--- config.mk ---
export PLATFORM = sky130hd
export DESIGN_NAME = mc_alu_unit
export DESIGN_NICKNAME = d
export VERILOG_FILES = /design/src/rtl/alu_pkg.sv /design/src/rtl/alu_op_dec.sv /design/src/rtl/mc_alu_unit.sv
export SDC_FILE = /design/constraint.sdc
export NUM_CORES = 1
export LEC_CHECK = 0
export CORE_UTILIZATION = 54
export CTS_CLUSTER_DIAMETER = 100
export DETAILED_ROUTE_END_ITERATION = 12
export GPL_TIMING_DRIVEN = 1
export PLACE_DENSITY = 0.79
export SLEW_MARGIN = 30
export SYNTH_ARGS = -nofsm -noshare
export SYNTH_HDL_FRONTEND = slang
export SYNTH_SLANG_ARGS = --single-unit
--- constraint.sdc ---
create_clock -name clk -period 8.2 [get_ports clk]
set_input_delay 2.46 -clock clk [delete_from_list [all_inputs] [get_ports clk]]
set_output_delay 2.46 -clock clk [all_outputs]
set_load 0.01 [all_outputs]
--- src/rtl/alu_pkg.sv ---
// Shared constants for the LEGv8 multi-cycle execute unit: ALU control codes,
// R-type funct opcodes, aluop encodings and the control FSM state type.
package alu_pkg;

    localparam logic [3:0] ALU_AND   = 4'b0000;
    localparam logic [3:0] ALU_ORR   = 4'b0001;
    localparam logic [3:0] ALU_ADD   = 4'b0010;
    localparam logic [3:0] ALU_SUB   = 4'b0110;
    localparam logic [3:0] ALU_PASSB = 4'b0111;
    localparam logic [3:0] ALU_MUL   = 4'b1000;
    localparam logic [3:0] ALU_UDIV  = 4'b1001;

    localparam logic [10:0] F_ADD  = 11'b10001011000;
    localparam logic [10:0] F_SUB  = 11'b11001011000;
    localparam logic [10:0] F_AND  = 11'b10001010000;
    localparam logic [10:0] F_ORR  = 11'b10101010000;
    localparam logic [10:0] F_MUL  = 11'b10011011000;
    localparam logic [10:0] F_UDIV = 11'b10011010110;

    localparam logic [1:0] AOP_MEM   = 2'b00;
    localparam logic [1:0] AOP_CBZ   = 2'b01;
    localparam logic [1:0] AOP_RTYPE = 2'b10;

    typedef enum logic [1:0] {
        ST_IDLE = 2'd0,
        ST_MUL  = 2'd1,
        ST_DIV  = 2'd2,
        ST_DONE = 2'd3
    } state_t;

endpackage

--- src/rtl/alu_op_dec.sv ---
// Combinational aluop/funct decoder for mc_alu_unit.
// UDIV is only recognised when MC_ALU_DIV_EN is defined; otherwise it decodes as illegal.
module alu_op_dec
    import alu_pkg::*;
(
    input  logic [1:0]  aluop,
    input  logic [10:0] funct,
    output logic [3:0]  alucontrol,
    output logic        is_mul,
    output logic        is_div,
    output logic        illegal
);

    always_comb begin
        alucontrol = ALU_AND;
        is_mul     = 1'b0;
        is_div     = 1'b0;
        illegal    = 1'b0;
        case (aluop)
            AOP_MEM: alucontrol = ALU_ADD;
            AOP_CBZ: alucontrol = ALU_PASSB;
            AOP_RTYPE: begin
                case (funct)
                    F_ADD: alucontrol = ALU_ADD;
                    F_SUB: alucontrol = ALU_SUB;
                    F_AND: alucontrol = ALU_AND;
                    F_ORR: alucontrol = ALU_ORR;
                    F_MUL: begin
                        alucontrol = ALU_MUL;
                        is_mul     = 1'b1;
                    end
`ifdef MC_ALU_DIV_EN
                    F_UDIV: begin
                        alucontrol = ALU_UDIV;
                        is_div     = 1'b1;
                    end
`endif
                    default: illegal = 1'b1;
                endcase
            end
            // aluop 11 is a legacy AND without the illegal flag
            default: alucontrol = ALU_AND;
        endcase
    end

endmodule

--- src/rtl/mc_alu_unit.sv ---
// Multi-cycle LEGv8 EX unit: single-cycle ADD/SUB/AND/ORR/pass-B, shift-add MUL
// and restoring UDIV. Define MC_ALU_DIV_EN to build the UDIV datapath and DIV state.
//
// state | meaning
// IDLE  | waiting for start
// MUL   | shift-add multiply, one multiplier bit per cycle, LSB first
// DIV   | restoring divide, one quotient bit per cycle, MSB first
// DONE  | result valid for this cycle; a new start is accepted here
module mc_alu_unit
    import alu_pkg::*;
#(
    parameter int N = 64
) (
    input  logic         clk,
    input  logic         reset,
    input  logic         start,
    input  logic [1:0]   aluop,
    input  logic [10:0]  funct,
    input  logic [N-1:0] a,
    input  logic [N-1:0] b,
    output logic [3:0]   alucontrol,
    output logic [N-1:0] result,
    output logic         zero,
    output logic         busy,
    output logic         done,
    output logic         illegal
);

    localparam int CW = (N > 1) ? $clog2(N) : 1;

    state_t        state, state_nx;
    logic [CW-1:0] cnt;
    logic [N-1:0]  opa, opb, acc;

    logic [3:0]    dec_ctrl;
    logic          dec_mul, dec_div, dec_ill;
    logic          accept, start_iter, last_iter;
    logic [N-1:0]  alu_out, sc_res, mul_nx;

    alu_op_dec u_dec (
        .aluop      (aluop),
        .funct      (funct),
        .alucontrol (dec_ctrl),
        .is_mul     (dec_mul),
        .is_div     (dec_div),
        .illegal    (dec_ill)
    );

    assign accept    = start && (state == ST_IDLE || state == ST_DONE);
    assign last_iter = (cnt == '0);
    assign mul_nx    = acc + (opb[0] ? opa : '0);

    always_comb begin
        alu_out = a & b;
        case (dec_ctrl)
            ALU_ADD:   alu_out = a + b;
            ALU_SUB:   alu_out = a - b;
            ALU_AND:   alu_out = a & b;
            ALU_ORR:   alu_out = a | b;
            ALU_PASSB: alu_out = b;
            default:   alu_out = a & b;
        endcase
    end

`ifdef MC_ALU_DIV_EN
    logic         b_zero, q_bit;
    logic [N:0]   rem_try, rem_sub;
    logic [N-1:0] rem_nx, quo_nx;

    // opa doubles as dividend shifter and quotient collector; acc is the partial remainder
    assign b_zero     = (b == '0);
    assign rem_try    = {acc, opa[N-1]};
    assign rem_sub    = rem_try - {1'b0, opb};
    assign q_bit      = ~rem_sub[N];
    assign rem_nx     = q_bit ? rem_sub[N-1:0] : rem_try[N-1:0];
    assign quo_nx     = {opa[N-2:0], q_bit};
    assign start_iter = dec_mul | (dec_div & ~b_zero);
    assign sc_res     = dec_div ? '1 : alu_out;
`else
    logic dec_div_unused;
    assign dec_div_unused = dec_div;
    assign start_iter     = dec_mul;
    assign sc_res         = alu_out;
`endif

    always_comb begin
        state_nx = state;
        case (state)
            ST_IDLE, ST_DONE: begin
                if (!start)
                    state_nx = ST_IDLE;
                else if (dec_mul)
                    state_nx = ST_MUL;
`ifdef MC_ALU_DIV_EN
                else if (dec_div && !b_zero)
                    state_nx = ST_DIV;
`endif
                else
                    state_nx = ST_DONE;
            end
            ST_MUL: if (last_iter) state_nx = ST_DONE;
`ifdef MC_ALU_DIV_EN
            ST_DIV: if (last_iter) state_nx = ST_DONE;
`endif
            default: state_nx = ST_IDLE;
        endcase
    end

    assign busy = (state == ST_MUL) || (state == ST_DIV);
    assign done = (state == ST_DONE);

    always_ff @(posedge clk) begin
        if (reset) begin
            state      <= ST_IDLE;
            cnt        <= '0;
            opa        <= '0;
            opb        <= '0;
            acc        <= '0;
            alucontrol <= ALU_AND;
            result     <= '0;
            zero       <= 1'b1;
            illegal    <= 1'b0;
        end else begin
            state <= state_nx;
            if (accept) begin
                alucontrol <= dec_ctrl;
                opa        <= a;
                opb        <= b;
                acc        <= '0;
                cnt        <= CW'(N - 1);
                if (!start_iter) begin
                    result  <= sc_res;
                    zero    <= (sc_res == '0);
                    illegal <= dec_ill;
                end
            end else if (state == ST_MUL) begin
                acc <= mul_nx;
                opa <= opa << 1;
                opb <= opb >> 1;
                cnt <= cnt - CW'(1);
                if (last_iter) begin
                    result  <= mul_nx;
                    zero    <= (mul_nx == '0);
                    illegal <= 1'b0;
                end
            end
`ifdef MC_ALU_DIV_EN
            else if (state == ST_DIV) begin
                acc <= rem_nx;
                opa <= quo_nx;
                cnt <= cnt - CW'(1);
                if (last_iter) begin
                    result  <= quo_nx;
                    zero    <= (quo_nx == '0);
                    illegal <= 1'b0;
                end
            end
`endif
        end
    end

endmodule

==> summary.txt <==
Run status
  • Status: completed

Clocking
  • Total CTS buffers: 31
  • Post-CTS Hold Fix Bufs: 0
  • H-tree depth: 1
  • Clock Root Buffer: clkbuf_16
  • Worst-case clock buffer depth: 3
  • Clk_lat worst skew: roughly 0.6 ns
  • CTS tree: done
  • Register clock-pin slew on the reported worst setup and hold paths: 0.06 ns
  • CTS Sinks: 270

Setup path
  • Crit Path Max Fanout: 6
  • FF-to-FF setup slack: approximately 2.5 ns
  • CP arrival: 8.61 ns
  • Critical path class: in2reg
  • Critical path's slowest cell: or4_4
  • Buffers & Inverters on Critical Path: 2
  • CP max stage delay: 0.56 ns
  • Worst r2r path cells: 17
  • Worst path cell trace: clkdlybuf4s50_1, or4_4, or4_4, or2_4, or3_4, o41ai_4, xor2_1, ha_1, nand4_1, buf_4, a2111oi_2, o31a_1, o31ai_2, nand2_1, xor2_1, a221oi_2, nand3b_1, or4_1, or4_4, or4_4, o31ai_2
  • Worst Path Required: slightly below 9 ns
  • Worst Setup Start Kind: input pin
  • CP Depth: 21
  • CP endpoint kind: flop
  • Crit-path leading delay family: simple AND/OR/NAND/NOR gates
  • Critical Path Most Common Cell: or4_4

Logic synthesis
  • Async set-or-reset flop fraction in the synthesized netlist: 0%
  • Synthesized area per cell: 7.385 µm²
  • Post-Syn Instances: ~3000
  • Area leader, netlist: dfxtp_1
  • Top cell type's share of synthesized area: roughly a quarter
  • Top FF cell, synth: dfxtp_1
  • Flip-flop and latch count after synthesis: 270
  • Synth top area cells: dfxtp_1 (24%), mux2i_1 (7.6%), ha_1 (7.4%), a21oi_1 (7.3%), nor2_1 (7.0%)
  • Mapped Nets: between 3000 and 4000
  • Synth cell count leaders: nor2_1 (422), a21oi_1 (332), dfxtp_1 (270)
  • Netlist cell types: 81
  • EDFF count, synth: 0
  • Sequential-to-total area share from yosys stat: between 20% and 30%
  • Yosys warnings: 0
  • Synthesized cell area: 22640 µm²
  • Most frequent cell after synthesis: nor2_1

Timing
  • Clock period minus worst slack: around 8.1 ns
  • Worst slew pin tran: 0.9610 ns
  • Hold_ws: around 0.46 ns
  • Setup ws final: between 0.1 and 0.15 ns
  • Rel. slew slack: between 30% and 40%
  • Unrepaired setup endpoints after global routing: true
  • Max-slew violation count: 0
  • Fmax: about 120 MHz
  • Final hold vios: 0
  • Count of final setup violators: 0
  • Fin crit share: a little over nine tenths
  • Setup TNS: 0 ns
  • Worst clock skew: between 0.01 and 0.015 ns

Routing
  • Post-route DRC: 0
  • Pre-antenna DRT Iters: 8
  • Drt total wl: between 80000 and 90000 µm
  • Vias per inst: 6.372
  • Final ANT Viol Nets: 0
  • Drt initial violations: 3122
  • WL per Instance: around 22 µm
  • DR vias: about 26000

Place
  • Input/output buffers: ~220
  • Placer Congestion: 1.125
  • Pre-CTS setup slack: -0.8287 ns
  • Inst Count DP: 3993
  • Area after DPL: ~28000 µm²
  • Detail Placement HPWL: approximately 68000 µm

Finish
  • Post-layout util: a little over two thirds
  • Layout cells sized above 1: between 10% and 20%
  • Fillers: around 3400
  • Fin cells: ~4100
  • Area delta synth->final: 28.58%
  • Final instance area: between 20000 and 30000 µm²
  • Final net count: between 3000 and 4000

Power
  • Power Total: ~5.3 mW
  • Worst vdd ir: around 0.21 mV
  • P per Cell Area: between 150 and 200 nW/µm²
  • Leakage: roughly 12 nW

Floorplanning
  • Die height: just over 200 µm
  • Ports: between 200 and 250
  • Die width: between 200 and 250 µm
  • # rows: 74
  • Die ar.: between 40000 and 50000 µm²
  • Starting Density: 55.08%
  • CORE AREA: between 40000 and 50000 µm²

Global routing
  • Global-route wire length before repair: about 130000 µm
  • Antenna violations before repair: 1
  • Vias in the first global route: 24083
  • Tot GR Track Use: about 40%
  • Largest net degree at the start of global routing: 100
  • Gr ovfl total: 0

Hold path
  • Hold Crit Class: reg2reg
  • Hold Crit Depth: 2

Flow run
  • Max_cap viols: 0
==> worst reg2reg max path, stage by stage, from the launching register on <==
cell,delay [ns]
dfxtp_2,0.71
and2_1,0.21
ha_1,0.18
inv_1,0.07
fa_1,0.42
nor2b_1,0.20
o2111ai_1,0.19
a21boi_0,0.62
a211oi_1,0.30
o21ai_0,0.59
xnor2_1,0.28
nand4_1,0.14
or4_1,0.47
nor4b_1,0.51
and4b_1,0.29
nand4_1,0.14
o21a_1,0.23
o31ai_2,0.05
==> cell type report <==
| cell class | instances | area [µm²] | share of cell area [%] |
|---|---|---|---|
| sequential | 270 | 5406 | 18.57 |
| timing repair buffer | 620 | 5206 | 17.88 |
| multi-input combinational | 2530 | 16570 | 56.91 |
| inverter | 48 | 180.2 | 0.6189 |
| antenna | 1 | 2.502 | 0.008596 |
| clock inverter | 18 | 217.7 | 0.7478 |
| tap | 532 | 665.6 | 2.286 |
| clock buffer | 39 | 865.8 | 2.974 |
==> timing repair <==
action,CTS,global route
pin swaps,1,27
cloned,0,0
setup buffers,0,7
gates resized for setup,10,66
setup endpoints to repair,3,6
endpoints found under the hold margin,0,0
==> registers in the layout, indices dropped and copies added (netlist names) <==
| signal | count |
|---|---|
| zero | 1 |
| cnt | 6 |
| illegal | 1 |
| alucontrol | 4 |
| opb | 64 |
| result | 64 |
| state | 2 |
| opa | 64 |
| acc | 64 |
==> cells by family after synthesis <==
family	share of synthesized area (%)
AOI/OAI and AO/OA	26.92
xor gates and xnor gates	6.886
adders and majority gates	7.582
buffers and inverters	4.548
DFF	23.87
muxes	7.698
and+or+nand+nor	22.50
==> power by group <==
group / switching, mW / total, mW / internal [mW] / leakage (nW)
registers: 0.150 / 1.66 / 1.51 / 2.22
logic: 1.22 / 2.13 / 0.913 / 9.17
clock network: 0.603 / 1.47 / 0.872 / 0.521
==> layout by cell type (no fill, tap or decap), types with 7 or more instances in the layout <==
master / n
a211o_1: 8
a211oi_1: 154
a211oi_2: 7
a21boi_0: 9
a21o_1: 49
a21oi_1: 328
a221oi_1: 18
a221oi_2: 7
a22oi_1: 28
a31oi_1: 19
and2_1: 71
and3_1: 18
buf_4: 404
clkbuf_16: 31
clkdlybuf4s50_1: 214
dfxtp_1: 269
ha_1: 133
inv_1: 48
mux2i_1: 173
nand2_1: 254
nand2b_1: 16
nand3_1: 47
nand3b_1: 7
nand4_1: 51
nor2_1: 417
nor2b_1: 40
nor3_1: 42
nor4_1: 20
o211ai_1: 24
o21a_1: 19
o21ai_0: 156
o21ai_1: 13
o21bai_1: 21
o31ai_1: 14
or2_2: 7
or3_1: 14
or4_1: 17
xnor2_1: 101
xor2_1: 76
==> per-layer routing <==
layer / share of wire, % / global-route usage [%]
met1: 43 / 58.29
met2: 41 / 57.11
met3: 12 / 8.603
met4: 3.6 / 14.55
met5: 0 / 0
==> path summary, 6_finish.rpt <==
check,startpoint,to
min reg2reg,result[35]$_SDFFE_PP0P_,result[35]$_SDFFE_PP0P_
max,b[12],zero$_SDFFE_PP1P_
max reg2reg,opb[0]$_SDFFE_PP0P_,zero$_SDFFE_PP1P_
min,result[35]$_SDFFE_PP0P_,result[35]$_SDFFE_PP0P_
Power figures use the tool's default switching activity.
